File: src/rtl/game_frame_handoff.sv
// rtl/game_frame_handoff.sv - tear-free game-state handoff into the VGA display register
//
// Purpose: stage the most recent complete game state from the game logic and
// promote it to VGA_frame only on the rising edge of VGA_new_frame_ready, so
// game_decoder renders one stable state for a whole frame.
//
// Optional feature macro: FRAME_HANDOFF_STATS_EN (adds dropped_count / repeat_count).
//
// Ports:
//   clk, reset            - single clock, synchronous active-high reset
//   game_state_valid/in   - offered game state from the game logic
//   game_state_ready      - accept indication (0 while reset is high)
//   VGA_new_frame_ready   - vsync level; rising edge opens a swap window
//   VGA_frame             - display state for game_decoder
//   frame_swapped         - one-cycle pulse, first cycle a new VGA_frame is visible
//   frame_count           - number of promotions (wraps)
//   dropped_count         - staged states lost to overwrite (saturating, macro only)
//   repeat_count          - windows that found nothing staged (saturating, macro only)

package game_state_pkg;
  typedef struct packed {
    logic [9:0] ball_x;
    logic [9:0] ball_y;
    logic [9:0] paddle_l;
    logic [9:0] paddle_r;
    logic [7:0] score;
  } game_state_t;
endpackage

module game_frame_handoff #(
  parameter bit OVERWRITE         = 1'b1,
  parameter int FRAME_COUNT_WIDTH = 16,
  parameter int STAT_COUNT_WIDTH  = 16
) (
  input  logic                          clk,
  input  logic                          reset,
  input  logic                          game_state_valid,
  input  game_state_pkg::game_state_t   game_state_in,
  output logic                          game_state_ready,
  input  logic                          VGA_new_frame_ready,
  output game_state_pkg::game_state_t   VGA_frame,
  output logic                          frame_swapped,
  output logic [FRAME_COUNT_WIDTH-1:0]  frame_count
`ifdef FRAME_HANDOFF_STATS_EN
  ,
  output logic [STAT_COUNT_WIDTH-1:0]   dropped_count,
  output logic [STAT_COUNT_WIDTH-1:0]   repeat_count
`endif
);

  typedef enum logic {
    ST_EMPTY  = 1'b0,
    ST_STAGED = 1'b1
  } state_t;

  state_t                         r_state;
  state_t                         w_state_next;
  game_state_pkg::game_state_t    r_staged;
  game_state_pkg::game_state_t    r_frame;
  logic                           r_nfr_q;
  logic                           r_swapped;
  logic [FRAME_COUNT_WIDTH-1:0]   r_frame_count;

  logic w_ready;
  logic w_accept;
  logic w_win;
  logic w_promote;

  // Next-state and handshake decode. Ready depends only on reset and the
  // state register, never on game_state_valid.
  always_comb begin
    w_state_next = r_state;
    w_ready      = 1'b0;
    w_promote    = 1'b0;
    w_win        = VGA_new_frame_ready & ~r_nfr_q;
    if (!reset) begin
      w_ready = OVERWRITE ? 1'b1 : (r_state == ST_EMPTY);
    end
    w_accept = game_state_valid & w_ready;
    case (r_state)
      ST_EMPTY: begin
        if (w_accept) w_state_next = ST_STAGED;
      end
      ST_STAGED: begin
        w_promote = w_win;
        // A same-cycle accept refills the slot the promotion just emptied.
        if (w_win && !w_accept) w_state_next = ST_EMPTY;
      end
      default: w_state_next = ST_EMPTY;
    endcase
  end

  always_ff @(posedge clk) begin
    if (reset) begin
      r_state <= ST_EMPTY;
    end else begin
      r_state <= w_state_next;
    end
  end

  // Datapath. nfr_q resets high so a reset released during vsync needs a
  // fresh rising edge before any window opens.
  always_ff @(posedge clk) begin
    if (reset) begin
      r_nfr_q       <= 1'b1;
      r_staged      <= '0;
      r_frame       <= '0;
      r_swapped     <= 1'b0;
      r_frame_count <= '0;
    end else begin
      r_nfr_q   <= VGA_new_frame_ready;
      r_swapped <= w_promote;
      if (w_accept) r_staged <= game_state_in;
      // Promotion reads the pre-edge staged value, so an incoming state
      // never bypasses straight to the display.
      if (w_promote) begin
        r_frame       <= r_staged;
        r_frame_count <= r_frame_count + 1'b1;
      end
    end
  end

  assign game_state_ready = w_ready;
  assign VGA_frame        = r_frame;
  assign frame_swapped    = r_swapped;
  assign frame_count      = r_frame_count;

`ifdef FRAME_HANDOFF_STATS_EN
  logic                          w_drop;
  logic                          w_repeat;
  logic [STAT_COUNT_WIDTH-1:0]   r_dropped;
  logic [STAT_COUNT_WIDTH-1:0]   r_repeat;

  assign w_drop   = w_accept & (r_state == ST_STAGED) & ~w_win;
  assign w_repeat = w_win & (r_state == ST_EMPTY);

  always_ff @(posedge clk) begin
    if (reset) begin
      r_dropped <= '0;
      r_repeat  <= '0;
    end else begin
      if (w_drop && (r_dropped != '1))  r_dropped <= r_dropped + 1'b1;
      if (w_repeat && (r_repeat != '1)) r_repeat  <= r_repeat + 1'b1;
    end
  end

  assign dropped_count = r_dropped;
  assign repeat_count  = r_repeat;
`endif

endmodule

File: config.mk
export PLATFORM = sky130hd
export DESIGN_NAME = game_frame_handoff
export DESIGN_NICKNAME = d
export VERILOG_FILES = /design/src/rtl/game_frame_handoff.sv
export SDC_FILE = /design/constraint.sdc
export NUM_CORES = 1
export LEC_CHECK = 0
export BUFFER_PORTS_ARGS = -buffer_cell sky130_fd_sc_hd__buf_2
export CORE_MARGIN = 1
export CORE_UTILIZATION = 55
export CTS_CLUSTER_DIAMETER = 40
export DETAILED_ROUTE_END_ITERATION = 16
export GPL_TIMING_DRIVEN = 1
export PLACE_DENSITY_LB_ADDON = 0.2
export SLEW_MARGIN = 20
export SYNTH_ARGS = -nofsm -noshare
export SYNTH_HDL_FRONTEND = slang
export SYNTH_SLANG_ARGS = --single-unit
File: constraint.sdc
create_clock -name clk -period 2.53 [get_ports clk]
set_input_delay 0.1265 -clock clk [delete_from_list [all_inputs] [get_ports clk]]
set_output_delay 0.1265 -clock clk [all_outputs]
set_load 0.02 [all_outputs]
==> flow_summary.yaml, run 1 <==
place:
  gp_congestion: 0.724
  portBuffers: 117
  placedCellCount: 650
  dp_slack_ns: 0.614
  hpwl_um: 6000
  dpl-instance-area_sq_um: 4770
power:
  cellInternalPower_mw: 3.78
  p_leak_nw: 2.63
  switching_share_pct: 20.2
  p_seq_share_pct: 40.1
  p_clk_share_pct: 54.3
  pwr-share-comb_pct: 5.7
  switchingPower_mw: 0.956
  ir_worst_vdd_mv: 0.622
  cellPowerDensity_nw_per_um2: 802
sta:
  setup_ws_ns: 0.571
  tightest_slew_ns: 0.728
  clock_skew_ns: 0.00461
  finalCriticalPeriod_ns: 1.96
  slew_viol_final: 0
  fin_crit_sh_pct: 77.4
  max_freq_mhz: 510
  hold_viol: 0
  grt_setup_unrepaired: "false"
  setup_violations: 0
  fin_setup_tns_ns: 0
  slew_headroom_pct: 51.5
synth:
  yosys-top-cells-area: "dfxtp_1 (56%), mux2i_1 (12%), nand2_1 (9.4%)"
  netlist_top_cells_count: "dfxtp_1 (115), nand2_1 (103), nor2_1 (61)"
  yosysSeqAreaShare_pct: 55.9
  syn_avg_cell_area_sq_um: 9.02
  async_flop_share_pct: 0
  synthFlopType: "dfxtp_1"
  postSynthCellCount: 457
  synth_top_area_share_pct: 55.9
  post-synth-top-count-cell: "dfxtp_1"
  yosysUniqueCellTypes: 30
  yosys_register_bits: 115
  ys_warn_count: 0
  synth_area_sq_um: 4120
  synth_nets: 510
  synth_largest_area_cell: "dfxtp_1"
  synth-edff-count: 0
clock_network:
  cts_sinks: 115
  post-cts-setup-buffers: 0
  clk_pin_slew_ns: 0.05
  ctsResizeCount: 0
  postCtsHoldBufs: 49
  numCtsBuffers: 17
  htree_levels: 4
  cts_tree: "done"
  cts_root_buf: "clkbuf_8"
  cts_buffer_depth: 2
  insertion_delay_ns: 0.50
global_route:
  grt_max_degree: 73
  antenna_found_initial: 0
  grtUsageTotal_pct: 29.2
  grt_pass1_vias: 3740
  overflow: 0
  grt_pass1_wl_um: 17000
critical_path:
  cp_max_fo: 19
  crit_type: "flop to flop"
  path_cells: "and3b_2 -> nand3_1 -> or4b_2 -> a21oi_1"
  slowest_delay_ns: 0.67
  worstPathArrival_ns: 2.39
  cp_data_required_time_ns: 2.96
  crit_path_start_kind: "flop"
  crit_slowest_cell: "or4b_2"
  crit_path_end_kind: "flop"
  r2r_slack_ns: 0.57
worst_hold_path:
  hold_class: "input pin to flop"
die:
  core_area_sq_um: 7250
  die_area_sq_um: 7840
  rows: 31
  initial_core_util_pct: 56.8
  die_w_um: 88.6
  pin_count: 118
  dieHeight_um: 88.6
cells_and_area:
  multiInputGateArea_sq_um: 1690
  fillers: 471
  final_cell_area_sq_um: 5900
  area_growth_pct: 43.2
  layout.cells.non_filler: 731
  n_antenna_cell: 0
  regArea_sq_um: 2300
  layout-drive-gt1-share_pct: 25.6
  final_nets: 672
detailed_routing:
  drcViolationCount: 0
  routedWlPerCell_um: 14.7
  totalWireLength_um: 10800
  vias_per_cell: 5.13
  drt_iter0_markers: 153
  ant_nets: 0
  drtPass1Iterations: 4
  vias: 3753
job:
  cap_viol_max_count: 0
status:
  outcome: "complete, no violations"
-- flip-flops by register name, indices dropped and copies added, names as in the netlist --
signal / cells
VGA_frame: 48
frame_count: 16
frame_swapped: 1
r_nfr_q: 1
r_staged: 48
r_state: 1
-- area by class of cell --
class / count / area share (%)
clock inverter: 9 / 2.97
tap: 99 / 2.10
sequential: 115 / 39.0
multi-input combinational: 309 / 28.7
timing repair buffer: 173 / 19.2
clock buffer: 23 / 7.91
inverter: 3 / 0.191
-- routing by layer --
metal	global-route usage [%]	vias to the layer above	routed length [um]
met5	0	-	0
met1	31.9	1750	4410
li1	-	1844	-
met4	15.2	0	294
met2	50.8	132	5500
met3	8.96	27	550
-- power groups by stage --
stage | registers, mW | clock network [mW] | logic (mW)
2_1_floorplan | 1.93 | 0 | 0.126
3_3_place_gp | 1.93 | 0 | 0.199
3_5_place_dp | 1.93 | 0 | 0.204
4_1_cts | 1.89 | 2.60 | 0.266
5_1_grt | 1.90 | 2.69 | 0.293
6_report | 1.90 | 2.57 | 0.269
-- per-stage QoR --
step           total power [mW]  hold slack [ns]  util (%)
2_1_floorplan              2.06            0.230         -
4_1_cts                    4.76            0.133      81.4
3_3_place_gp               2.13            0.362      65.8
5_1_grt                    4.89            0.165      81.4
3_5_place_dp               2.14            0.370      65.8
6_report                   4.74            0.148      81.4
-- cell families after synthesis --
family / after synthesis / synth area share (%)
fa+ha+maj: 1 / 0.304
compound gates: 62 / 7.77
flops: 115 / 55.9
buf+inv: 33 / 3.10
mux: 48 / 11.7
simple gates: 189 / 19.4
xor+xnor: 9 / 1.91
-- cells in the final DEF (no fill, tap or decap), types with 2 or more instances in the layout --
cell / instances
or3_2: 3
buf_4: 8
bufinv_16: 5
dfxtp_1: 115
buf_2: 116
clkbuf_1: 3
clkbuf_16: 16
clkinvlp_4: 2
clkbuf_8: 4
mux2i_1: 48
xnor2_1: 6
nor3_1: 3
a21oi_1: 56
clkinv_2: 2
inv_1: 3
nand2_1: 103
dlygate4sd3_1: 49
nor4_1: 3
nor2_1: 61
nand3_1: 4
nand4_1: 3
xor2_1: 3
o21ai_0: 3
-- final timing paths --
| kind | startpoint | endpoint | cells past startpoint |
|---|---|---|---|
| setup / recovery | r_state$_SDFF_PP0_ | frame_count[11]$_SDFFE_PP0P_ | 4 |
| hold / removal | reset | r_staged[34]$_SDFFE_PP0P_ | 2 |
| setup reg to reg | r_state$_SDFF_PP0_ | frame_count[11]$_SDFFE_PP0P_ | 4 |
| hold reg to reg | r_staged[0]$_SDFFE_PP0P_ | VGA_frame[0]$_SDFFE_PP0P_ | 2 |
-- critical path, delay by kind of cell, from the launching register on --
family / cells / cell delay (ns)
AO/OA/AOI/OAI: 1 / 0.15
flip-flops: 1 / 0.37
AND/OR/NAND/NOR: 3 / 1.36
(Power assumes the default switching activity.)
==> run 2: changes to the inputs <==
--- a/config.mk
+++ b/config.mk
@@ -7,7 +7,7 @@
 export LEC_CHECK = 0
 export BUFFER_PORTS_ARGS = -buffer_cell sky130_fd_sc_hd__buf_2
 export CORE_MARGIN = 1
-export CORE_UTILIZATION = 55
+export CORE_UTILIZATION = 46
 export CTS_CLUSTER_DIAMETER = 40
 export DETAILED_ROUTE_END_ITERATION = 16
 export GPL_TIMING_DRIVEN = 1
==> constraint.sdc (replaced) <==
create_clock -name clk -period 1.73 [get_ports clk]
set_input_delay 0.0865 -clock clk [delete_from_list [all_inputs] [get_ports clk]]
set_output_delay 0.0865 -clock clk [all_outputs]
set_load 0.02 [all_outputs]
==> flow_summary.yaml, run 2 (synthesized netlist as in run 1, its figures left out) <==
status:
  outcome: "complete, no violations"
job:
  cap_viol_max_count: 0
worst_hold_path:
  hold_start: "reset"
  worstHoldEndpoint: "r_staged[12]$_SDFFE_PP0P_"
  holdPathStages: 2
  hold_class: "input pin to flop"
die:
  rows: 34
  core_area_sq_um: 8680
  die_area_sq_um: 9340
  dieHeight_um: 96.6
  initial_core_util_pct: 47.5
  pin_count: 118
  die_w_um: 96.6
clock_network:
  numCtsBuffers: 17
  clk_pin_slew_ns: 0.06
  ctsResizeCount: 0
  postCtsHoldBufs: 49
  cts_buffer_depth: 2
  insertion_delay_ns: 0.51
  htree_levels: 4
  cts_root_buf: "clkbuf_8"
  cts_sinks: 115
  cts_tree: "done"
  post-cts-setup-buffers: 0
sta:
  setup_violations: 0
  slew_viol_final: 0
  hold_ws_ns: 0.0251
  fin_crit_sh_pct: 95.7
  tightest_slew_ns: 0.501
  finalCriticalPeriod_ns: 1.65
  max_freq_mhz: 604
  hold_viol: 0
  grt_setup_unrepaired: "false"
  slew_headroom_pct: 66.6
  setup_ws_ns: 0.0752
  clock_skew_ns: 0.0121
  fin_setup_tns_ns: 0
critical_path:
  r2r_slack_ns: 0.08
  reg2reg_to: "frame_count[15]$_SDFFE_PP0P_"
  cp_data_required_time_ns: 2.17
  crit_path_end_kind: "flop"
  crit_type: "flop to flop"
  crit_slowest_cell: "or4_1"
  timing.rr.start: "frame_count[8]$_SDFFE_PP0P_"
  crit_path_start_kind: "flop"
  worstPathArrival_ns: 2.10
  reg2reg_depth: 4
  cp_max_fo: 6
  slowest_delay_ns: 0.51
  path_cells: "nand4_1 -> or3_4 -> or4_1 -> a21oi_1"
global_route:
  antenna_found_initial: 0
  grtUsageTotal_pct: 22.3
  grt_max_degree: 50
  grt_pass1_vias: 3673
  overflow: 0
  grt_pass1_wl_um: 16800
detailed_routing:
  drtPass1Iterations: 4
  vias_per_cell: 4.99
  drt_iter0_markers: 114
  routedWlPerCell_um: 13.4
  drcViolationCount: 0
  vias: 3731
  ant_nets: 0
  totalWireLength_um: 10000
cells_and_area:
  n_antenna_cell: 0
  postLayoutCoreUtil_pct: 68.9
  final_nets: 680
  regArea_sq_um: 2310
  multiInputGateArea_sq_um: 1690
  final_cell_mix: "buf_2 (116), dfxtp_1 (107), nand2_1 (103), nor2_1 (61), a21oi_1 (56)"
  layout_commonest_cell: "buf_2"
  fillers: 699
  area_growth_pct: 45.1
  layout-drive-gt1-share_pct: 28.1
power:
  ir_worst_vdd_mv: 0.744
  power_mw: 6.66
  p_leak_nw: 2.66
  cellPowerDensity_nw_per_um2: 1110
place:
  dp_slack_ns: 0.0644
  hpwl_um: 6140
  portBuffers: 117
  gp_congestion: 0.818
## run 2: final cells by class
type	instances	share of cell area, %
clock buffer	20	7.45
clock inverter	12	2.57
inverter	3	0.188
multi-input combinational	309	28.3
sequential	115	38.7
tap	108	2.26
timing repair buffer	181	20.6
## run 2: report_power, final
group          total (mW)  internal [mW]  leakage [nW]  switching [mW]
combinational       0.399          0.213          1.43           0.186
sequential           2.77           2.73         0.941          0.0412
clock                3.49           2.27         0.288            1.22
total                6.66           5.21          2.66            1.44
## run 2: per-layer routing
metal	share of wire (%)	routed length, um	vias to the layer above	GRT usage [%]
li1	-	-	1855	-
met1	43	4310	1775	25.4
met2	51	5070	89	38.6
met3	5.0	502	12	7.59
met4	1.3	135	0	8.38
met5	0	0	-	0
## run 2: how the worst max path moves through the flow
| stage | start | to | cells after the start |
|---|---|---|---|
| after floorplan | frame_count[3]$_SDFFE_PP0P_ | frame_count[15]$_SDFFE_PP0P_ | 4 |
| after global placement | frame_count[8]$_SDFFE_PP0P_ | frame_count[15]$_SDFFE_PP0P_ | 4 |
| after detailed placement | frame_count[2]$_SDFFE_PP0P_ | frame_count[15]$_SDFFE_PP0P_ | 4 |
| after CTS | frame_count[2]$_SDFFE_PP0P_ | frame_count[15]$_SDFFE_PP0P_ | 4 |
| after global routing | frame_count[4]$_SDFFE_PP0P_ | frame_count[15]$_SDFFE_PP0P_ | 4 |
| final | frame_count[8]$_SDFFE_PP0P_ | frame_count[15]$_SDFFE_PP0P_ | 4 |
## run 2: worst max-delay path: cells and delay by family (launching register included)
kind             cells  cell delay (ns)
AO/OA/AOI/OAI        1             0.15
flip-flops           1             0.36
AND/OR/NAND/NOR      3             1.08
## run 2: metrics by stage
stage / cells / cell area, sq um
6_report: 748 / 5980
5_1_grt: 748 / 5980
4_1_cts: 748 / 5980
3_5_place_dp: 667 / 4890
3_3_place_gp: 667 / 4890
2_1_floorplan: 457 / 4130
==> run 3: changes to the inputs <==
--- a/config.mk
+++ b/config.mk
@@ -6,8 +6,9 @@
 export NUM_CORES = 1
 export LEC_CHECK = 0
 export BUFFER_PORTS_ARGS = -buffer_cell sky130_fd_sc_hd__buf_2
+export CORE_ASPECT_RATIO = 0.9
 export CORE_MARGIN = 1
-export CORE_UTILIZATION = 46
+export CORE_UTILIZATION = 35
 export CTS_CLUSTER_DIAMETER = 40
 export DETAILED_ROUTE_END_ITERATION = 16
 export GPL_TIMING_DRIVEN = 1
==> flow_summary.yaml, run 3 (synthesized netlist as in run 1, its figures left out) <==
status:
  outcome: "complete, no violations"
cells_and_area:
  final_nets: 679
  n_antenna_cell: 0
  layout-drive-gt1-share_pct: 28.0
  regArea_sq_um: 2310
  fillers: 1085
  final_cell_mix: "buf_2 (116), dfxtp_1 (107), nand2_1 (103), nor2_1 (61), a21oi_1 (55)"
  layout_commonest_cell: "buf_2"
  layout.cells.non_filler: 795
  area_growth_pct: 46.0
  multiInputGateArea_sq_um: 1700
power:
  power_mw: 6.57
  p_leak_nw: 2.65
  cellPowerDensity_nw_per_um2: 1090
  ir_worst_vdd_mv: 0.596
clock_network:
  cts_sinks: 115
  clk_pin_slew_ns: 0.05
  post-cts-setup-buffers: 0
  numCtsBuffers: 17
  cts_tree: "done"
  htree_levels: 4
  insertion_delay_ns: 0.40
  cts_buffer_depth: 2
  cts_root_buf: "clkbuf_16"
sta:
  slew_headroom_pct: 61.6
  tightest_slew_ns: 0.576
  slew_viol_final: 0
  max_freq_mhz: 600
  setup_violations: 0
  clock_skew_ns: 0.00786
  hold_viol: 0
  setup_ws_ns: 0.0630
  fin_crit_sh_pct: 96.4
  finalCriticalPeriod_ns: 1.67
  fin_setup_tns_ns: 0
global_route:
  grt_pass1_vias: 3516
  grtUsageTotal_pct: 17.2
  antenna_found_initial: 0
  grt_max_degree: 66
  overflow: 0
  grt_pass1_wl_um: 16500
job:
  cap_viol_max_count: 0
critical_path:
  crit_slowest_cell: "or4_1"
  timing.rr.start: "frame_count[8]$_SDFFE_PP0P_"
  r2r_slack_ns: 0.06
  path_cells: "nand4_1 -> or3_4 -> or4_1 -> a21oi_2"
  crit_end: "frame_count[15]$_SDFFE_PP0P_"
  crit_start: "frame_count[8]$_SDFFE_PP0P_"
  reg2reg_to: "frame_count[15]$_SDFFE_PP0P_"
  crit_path_end_kind: "flop"
  cp_max_fo: 6
  reg2reg_depth: 4
  worstPathArrival_ns: 1.99
  cp_data_required_time_ns: 2.06
  slowest_delay_ns: 0.54
  crit_path_start_kind: "flop"
  crit_type: "flop to flop"
detailed_routing:
  vias: 3595
  routedWlPerCell_um: 12.4
  drt_iter0_markers: 225
  drcViolationCount: 0
  totalWireLength_um: 9840
  ant_nets: 0
  drtPass1Iterations: 8
  vias_per_cell: 4.52
die:
  rows: 37
  pin_count: 118
  dieHeight_um: 105
  initial_core_util_pct: 36.0
  die_w_um: 116
  die_area_sq_um: 12200
  core_area_sq_um: 11400
place:
  placedCellCount: 714
  hpwl_um: 5980
  portBuffers: 117
  dp_slack_ns: 0.107
  gp_congestion: 0.782
worst_hold_path:
  hold_start: "reset"
  hold_class: "input pin to flop"
## run 3: cell count changes in the layout (fill, tap and decap cells not counted)
| cell | previous run | this run |
|---|---|---|
| dfxtp_2 | 8 | 7 |
| bufinv_16 | 3 | 2 |
| a21oi_2 | 0 | 1 |
| inv_6 | 2 | 0 |
| clkinv_2 | 3 | 4 |
| clkinv_4 | 1 | 0 |
| buf_12 | 3 | 2 |
| clkbuf_16 | 16 | 17 |
| clkbuf_8 | 3 | 4 |
| dfxtp_4 | 0 | 1 |
| a21oi_1 | 56 | 55 |
| clkbuf_1 | 1 | 2 |
## run 3: timing repair
item,CTS,global route
setup endpoints to repair,0,1
gates resized for setup,0,2
hold buffers,49,0
endpoints found under the hold margin,49,0
## run 3: worst min path at each step
stage,endpoint,slack [ns],depth (start not counted)
floorplan,r_nfr_q$_SDFF_PP1_,0.19,1
global placement,r_staged[5]$_SDFFE_PP0P_,0.32,3
detailed placement,r_staged[6]$_SDFFE_PP0P_,0.33,3
CTS,frame_count[5]$_SDFFE_PP0P_,0.16,2
global route,r_staged[27]$_SDFFE_PP0P_,0.18,2
finish,frame_count[7]$_SDFFE_PP0P_,0.16,2
## run 3: critical path, delay by kind of cell (launching register included)
family	cells	cell delay (ns)
AND/OR/NAND/NOR	3	1.09
AO/OA/AOI/OAI	1	0.15
flip-flops	1	0.37
## run 3: routing by layer
metal / up-vias / wire (um) / share of wire [%] / GRT usage (%)
li1: 1847 / - / - / -
met3: 7 / 608 / 6.2 / 6.15
met2: 102 / 4590 / 47 / 27.3
met5: - / 0 / 0 / 0
met4: 0 / 94 / 0.96 / 4.95
met1: 1639 / 4540 / 46 / 21.8
## run 3: where the power goes
| part | internal, mW | switching (mW) | total, mW |
|---|---|---|---|
| clock | 2.26 | 1.15 | 3.42 |
| sequential | 2.73 | 0.0382 | 2.77 |
| combinational | 0.208 | 0.184 | 0.392 |
## run 3: stage by stage
| step | hold WS, ns | area [sq um] | util [%] |
|---|---|---|---|
| floorplan | 0.190 | 4130 | - |
| global placement | 0.322 | 4930 | 43.1 |
| detailed placement | 0.330 | 4930 | 43.1 |
| CTS | 0.156 | 6010 | 52.6 |
| global route | 0.182 | 6020 | 52.6 |
| finish | 0.164 | 6020 | 52.6 |
## run 3: final cells by class
type,instances,share of cell area [%]
Inverter,3,0.187
Multi-Input combinational cell,309,28.2
Clock inverter,9,1.71
Sequential cell,115,38.5
Timing Repair Buffer,180,20.1
Clock buffer,23,8.11
Tap cell,156,3.24
